==> src/rtl/dec_nx2n_bist.sv <==
// Registered N-to-2^N one-hot decoder with single-bit stuck-at fault injection
// and a built-in self-test sweep that reports pass, mismatch count and first failing code.
module dec_nx2n_bist #(
    parameter int N = 4
) (
    input  logic              clk,
    input  logic              rst,
    input  logic              en,
    input  logic [N-1:0]      A,
    input  logic              start,
    input  logic              flt_en,
    input  logic [N-1:0]      flt_idx,
    input  logic              flt_val,
    output logic [2**N-1:0]   D,
    output logic              busy,
    output logic              done,
    output logic              pass,
    output logic [N:0]        err_cnt,
    output logic [N-1:0]      first_fail
);

    localparam int W = 2**N;

    typedef enum logic [1:0] {
        S_IDLE  = 2'd0,
        S_SWEEP = 2'd1,
        S_DONE  = 2'd2
    } state_t;

    state_t         state;
    state_t         state_nxt;
    logic [N-1:0]   cnt;
    logic           sweeping;
    logic           last_code;
    logic [N-1:0]   core_code;
    logic           core_en;
    logic [W-1:0]   raw_f;
    logic [W-1:0]   golden;
    logic           mismatch;

    // State register
    always_ff @(posedge clk) begin
        if (rst) state <= S_IDLE;
        else     state <= state_nxt;
    end

    // Next-state logic; start is only honoured in IDLE
    always_comb begin
        state_nxt = state;
        case (state)
            S_IDLE:  if (start) state_nxt = S_SWEEP;
            S_SWEEP: if (last_code) state_nxt = S_DONE;
            S_DONE:  state_nxt = S_IDLE;
            default: state_nxt = S_IDLE;
        endcase
    end

    // FSM outputs
    always_comb begin
        busy = (state == S_SWEEP);
        done = (state == S_DONE);
    end

    assign sweeping  = (state == S_SWEEP);
    assign last_code = (cnt == {N{1'b1}});

    // Core decode: the sweep counter owns the decoder while sweeping
    always_comb begin
        core_code = sweeping ? cnt : A;
        core_en   = sweeping | en;
        raw_f     = '0;
        if (core_en) raw_f[core_code] = 1'b1;
        if (flt_en)  raw_f[flt_idx]   = flt_val;
    end

    always_comb begin
        golden      = '0;
        golden[cnt] = 1'b1;
        mismatch    = (raw_f != golden);
    end

    // Output register and sweep bookkeeping
    always_ff @(posedge clk) begin
        if (rst) begin
            D          <= '0;
            cnt        <= '0;
            err_cnt    <= '0;
            first_fail <= '0;
            pass       <= 1'b0;
        end else begin
            D <= raw_f;
            if (state == S_IDLE && start) begin
                cnt        <= '0;
                err_cnt    <= '0;
                first_fail <= '0;
                pass       <= 1'b0;
            end
            if (sweeping) begin
                if (mismatch) begin
                    err_cnt <= err_cnt + 1'b1;
                    if (err_cnt == '0) first_fail <= cnt;
                end
                // pass must already be valid in the DONE cycle, so fold in the last compare
                if (last_code) pass <= (err_cnt == '0) && !mismatch;
                else           cnt  <= cnt + 1'b1;
            end
        end
    end

endmodule

==> config.mk <==
export PLATFORM = sky130hd
export DESIGN_NAME = dec_nx2n_bist
export DESIGN_NICKNAME = d
export VERILOG_FILES = /design/src/rtl/dec_nx2n_bist.sv
export SDC_FILE = /design/constraint.sdc
export NUM_CORES = 1
export LEC_CHECK = 0
export CAP_MARGIN = 20
export CORE_MARGIN = 2
export CORE_UTILIZATION = 48
export DETAILED_ROUTE_END_ITERATION = 12
export PLACE_DENSITY_LB_ADDON = 0.08
export SYNTH_ARGS = -nofsm -noshare
export SYNTH_HDL_FRONTEND = slang
export SYNTH_SLANG_ARGS = --single-unit
==> constraint.sdc <==
create_clock -name clk -period 2.5 [get_ports clk]
set_input_delay 0.25 -clock clk [delete_from_list [all_inputs] [get_ports clk]]
set_output_delay 0.25 -clock clk [all_outputs]
set_load 0.01 [all_outputs]
* Word level (Yosys, flattened, before mapping) *
Index checks and enable logic that the tools add are counted.

storage, ports and cells
  register bits = 32
  bits of input ports = 14

cells by class
  equal/unequal tests = 6
  mux-type cells = 26
  bitwise gates (word level) = 1
  reduce and logical (&&, ||, !) cells = 9
  order comparisons = 6
  add/sub/neg operators = 2

operators with widths
  kind                                                   count
  2-to-1 mux 16 bit                                      2
  2-to-1 mux 4 bit                                       8
  bitwise mux 16 bit                                     1
  inequality test 16 bit                                 1
  < comparator 4 x 5 -> 1 bit, second input constant     3
  2-to-1 mux 5 bit                                       3
  demux 1 bit (select 4 bit)                             3
  >= comparator 4 x 1 -> 1 bit, second input constant    3
  2-to-1 mux 1 bit                                       6
  adder 5 x 1 -> 5 bit, second input constant            1
  logical AND 1 bit                                      5
  logical NOT 5 bit                                      1
  adder 4 x 1 -> 4 bit, second input constant            1
  equality test 4 bit, second input constant             1
  2-to-1 mux 2 bit                                       2
  one-hot mux 2 bit (2 select lines)                     1
  equality test 2 x 1 -> 1 bit, second input constant    1
  equality test 2 bit, second input constant             1
  logical NOT 2 bit                                      1
  inequality test 2 x 1 -> 1 bit, second input constant  1
  inequality test 2 bit, second input constant           1
  AND reduction 2 bit                                    1
  logical NOT 1 bit                                      1
  OR 1 bit                                               1

* Longest topological paths before layout *
  depth after elaboration = 14
  depth in mapped cells = 12
  mapped depth without buffers = 12

* Worst setup path after synthesis *
No wires, ideal clock.

  path kind = reg2reg
  from = register cnt[3]
  to = register err_cnt[2]
  period minus slack after synthesis = 2.640 ns
  buffers on the path = 1
  arrival = 2.520 ns
  path slack = -0.140 ns
  required time = 2.380 ns
  cell stages (with the launch flop) = 12
  setup time = 0.120 ns
  path through = dfxtp_1 -> buf_2 -> nor2b_1 -> mux2i_4 -> o32a_1 -> mux2i_1 -> mux2i_1 -> nand4_1 -> nor4_4 -> a21oi_2 -> and4b_1 -> a211o_1

between the ends
  longest elaborated chain between the ends = 11
  elaborated cells between the ends (all ways) = 17
  classes of those cells = order compare (4); eq/ne (1); mux (10); reduce/logical (2)

RTL lines
  element                                                                                                   line  text
  from (decl)                                                                                               32    logic [N-1:0] cnt;
  from (signal assigned)                                                                                    105   else cnt <= cnt + 1'b1;
  2-to-1 mux 4 bit                                                                                          69    core_code = sweeping ? cnt : A;
  < comparator 4 x 5 -> 1 bit (not written as such) / >= comparator 4 x 1 -> 1 bit (equally long branches)  72    if (core_en) raw_f[core_code] = 1'b1;
  logical AND 1 bit (not written as such)                                                                   72
  2-to-1 mux 1 bit (not written as such)                                                                    72
  demux 1 bit (select 4 bit)                                                                                72
  2-to-1 mux 16 bit                                                                                         72
  bitwise mux 16 bit                                                                                        73    if (flt_en) raw_f[flt_idx] = flt_val;
  2-to-1 mux 16 bit                                                                                         73
  inequality test 16 bit *                                                                                  79    mismatch = (raw_f != golden);
  2-to-1 mux 5 bit *                                                                                        99    if (mismatch) begin
  2-to-1 mux 5 bit *                                                                                        98    if (sweeping) begin
  to (signal assigned)                                                                                      100   err_cnt <= err_cnt + 1'b1;
  to (decl)                                                                                                 18    output logic [N:0] err_cnt,

Every way passes the cells marked *; elsewhere a longest branch is shown, timed or not.
A chain may end at the register's enable or synchronous reset.

* Worst setup path after layout *
  from = register state[1]
  to = register err_cnt[2]

between the ends
  longest elaborated chain between the ends = 12
  elaborated cells between the ends (all ways) = 17
  classes of those cells = order compare (2); eq/ne (2); mux (9); bitwise (1); reduce/logical (3)

RTL lines
  element                                                                                                   line  text
  from (decl)                                                                                               30    state_t state;
  from (signal assigned)                                                                                    44    else state <= state_nxt;
  equality test 2 x 1 -> 1 bit                                                                              64    assign sweeping = (state == S_SWEEP);
  2-to-1 mux 4 bit                                                                                          69
  < comparator 4 x 5 -> 1 bit (not written as such) / >= comparator 4 x 1 -> 1 bit (equally long branches)  72
  logical AND 1 bit (not written as such)                                                                   72
  2-to-1 mux 1 bit (not written as such)                                                                    72
  demux 1 bit (select 4 bit)                                                                                72
  2-to-1 mux 16 bit                                                                                         72
  bitwise mux 16 bit                                                                                        73
  2-to-1 mux 16 bit                                                                                         73
  inequality test 16 bit                                                                                    79
  2-to-1 mux 5 bit                                                                                          99
  2-to-1 mux 5 bit *                                                                                        98

Marks and branches as above.

==> results.toml <==
[timing]
setup_tns_ps = -1830
finalCritPeriodShare = 1.09
period_needed_ps = 2740
fin_skew_ps = 12.5
drv_slew = 0
hold_slack_ps = 468
hold_viol_final = 0
rsz0062_at_grt = "yes"
fmax_mhz = 365
tightestPinTransition_ps = 492
finalSetupViolCount = 10
fin_ws_ps = -236
slew_headroom = 0.671

[worst_setup_path]
crit_type = "reg -> reg"
r2r_cells = 11
worstPathRequired_ps = 2700
worstSetupStartpointType = "register"
critPathArrivalTime_ps = 2930
critPathLaunch = "state[1]$_SDFFE_PP0P_"
endpoint_kind = "register"
worstPathMaxFanout = 8
r2r-end = "err_cnt[2]$_SDFF_PP0_"
rrSetupSlack_ps = -240
regToRegStartpoint = "state[1]$_SDFFE_PP0P_"

[grt]
grt_pass1_wl_mm = 11.0
grt_overflow = 0
gr-usage-all-layers = 0.263
grt_antenna_before_repair = 0
grt_max_degree = 26
grt_pass1_vias = 2439

[synth]
synth_edf_count = 0
synthCells = 284
synth_top_area_share = 0.278
synth-main-ff-cell = "dfxtp_1"
synth_area_leaders = "dfxtp_1 (28%), nor2_1 (7.7%), nand3_1 (4.1%)"
synth_area_um2 = 2310
synth.distinct_cells = 67
ys_seq_elements = 32
syn_area_per_cell_um2 = 8.12
synth_top_area_cell = "dfxtp_1"
syn-num-nets = 304
ys_seq_area_frac = 0.278
async_reset_ff_frac = 0
yosys_warnings = 0

[run_status]
violations = "setup timing"
status = "finished, violations left"

[placement]
dp_slack_ps = -511
io_buffers = 41
gp_congestion = 0.914
dpl.hpwl_mm = 5.30
placed_area_um2 = 3310

[die]
pin_count = 42
row_count = 25
die_area_um2 = 5370
dieHeight_um = 73.3
initial_core_util = 0.491
die_x_um = 73.3
core_um2 = 4690

[cts]
root_buffer = "clkbuf_8"
cts_buffers = 5
cts_buffer_depth = 2
cts_tree = "built"
cts_sinks = 32
cts_max_level = 2
insertion_delay_ps = 300
clk_pin_slew_ps = 80
ctsHoldBuffers = 0

[layout]
area_delta_synth_final_pct = 59.0
design_area_um2 = 3670
final_common_cell = "buf_4"
final_cell_mix = "buf_4 (80), nor2_1 (45), clkdlybuf4s50_1 (37)"
nets = 425
antenna_cells = 0
drive_gt1_frac = 0.342

[drt]
wl_met2_mm = 3.51
drt_first_iter_violations = 186
vias_per_cell = 5.70
via_count = 2621
wl_met3_um = 313
drt_pass1_iterations = 4
post_drt_wl_per_cell_um = 15.3
wirelength_mm = 7.02
highest_layer = "met4"
wl_met1_mm = 3.01
ant_nets = 0
drt_drc_violations_left = 0

[hold_path]
hold_class = "reg -> reg"
whs_path_depth = 2
holdPathEnd = "first_fail[2]$_SDFF_PP0_"
min_from = "first_fail[2]$_SDFF_PP0_"

[power_and_ir_drop]
vdd_drop_max_mv = 0.330
power_density_nw_per_um2 = 372
p_leak_uw = 0.00151

[flow_run]
maxCapViolCount = 0
cells by family (layout without fill, tap and decap cells):
| family | Yosys count | in the layout | synth area share |
|---|---|---|---|
| simple gates | 149 | 149 | 0.352 |
| compound gates | 61 | 62 | 0.231 |
| flops | 32 | 32 | 0.278 |
| buf+inv | 24 | 145 | 0.0499 |
| mux | 9 | 9 | 0.0456 |
| fa+ha+maj | 6 | 6 | 0.0326 |
| xor+xnor | 3 | 3 | 0.0114 |
synth_stat cells, types with 5 or more instances:
master and count:
nor2_1 47, ha_1 6, nand2_1 25, o21ai_0 8, nor2b_1 6, nor3_1 5
clkbuf_1 8, a21oi_1 16, nand3_1 19, mux2i_1 6, inv_1 8, dfxtp_1 32
nand2b_1 5
layer usage:
metal	track usage	vias to the layer above
met4	0.0990	0
met2	0.470	91
met3	0.0466	17
li1	-	1282
met5	0	-
met1	0.311	1231
repair_timing:
| action | CTS | global route |
|---|---|---|
| gates resized for setup | 16 | 21 |
| gates cloned | 0 | 1 |
| hold endpoints to repair | 0 | 0 |
| endpoints found under the setup margin | 10 | 10 |
| pin swaps | 1 | 9 |
| buffers inserted | 6 | 6 |
cell type report:
| type | count | area (um2) |
|---|---|---|
| clock buffers | 5 | 68.8 |
| clock inverters | 3 | 18.8 |
| fillers | 356 | 1030 |
| inverters | 9 | 33.8 |
| multi-input cells | 229 | 1710 |
| flip-flops and latches | 32 | 651 |
| well taps | 54 | 67.6 |
| repair buffers | 128 | 1120 |
worst max-delay path: stages (launching register included):
cell	delay, ps
dfxtp_4	370
nand2b_4	200
buf_12	160
a41oi_4	300
a2bb2oi_1	360
mux2i_1	230
nand4_1	160
nor4_4	160
buf_4	180
a21oi_2	80
and4b_1	200
a211o_1	250
how the worst max path moves through the flow:
stage	cells after the start	to	slack, ps
after floorplan	12	err_cnt[2]$_SDFF_PP0_	-60
after global placement	12	err_cnt[3]$_SDFF_PP0_	-490
after detailed placement	12	err_cnt[3]$_SDFF_PP0_	-510
after CTS	12	err_cnt[2]$_SDFF_PP0_	-210
after global routing	13	err_cnt[2]$_SDFF_PP0_	-310
final	11	err_cnt[2]$_SDFF_PP0_	-240
stage by stage:
| step | util | instances | power [uW] |
|---|---|---|---|
| 2_1_floorplan | - | 284 | 732 |
| 3_3_place_gp | 0.705 | 440 | 887 |
| 3_5_place_dp | 0.705 | 440 | 892 |
| 4_1_cts | 0.752 | 454 | 1330 |
| 5_1_grt | 0.781 | 460 | 1420 |
| 6_report | 0.781 | 460 | 1360 |
state kept, by name, summed over array words and instances (netlist names):
register / cells
D: 16
err_cnt: 5
cnt: 4
first_fail: 4
state: 2
pass: 1
where the power goes:
part | internal, uW | switching, uW | total [uW] | leakage, uW
registers | 520 | 9.80 | 530 | 0.000261
logic | 215 | 204 | 419 | 0.00120
clock network | 194 | 221 | 415 | 0.0000479
No activity file was read; power rests on OpenSTA's default activity.
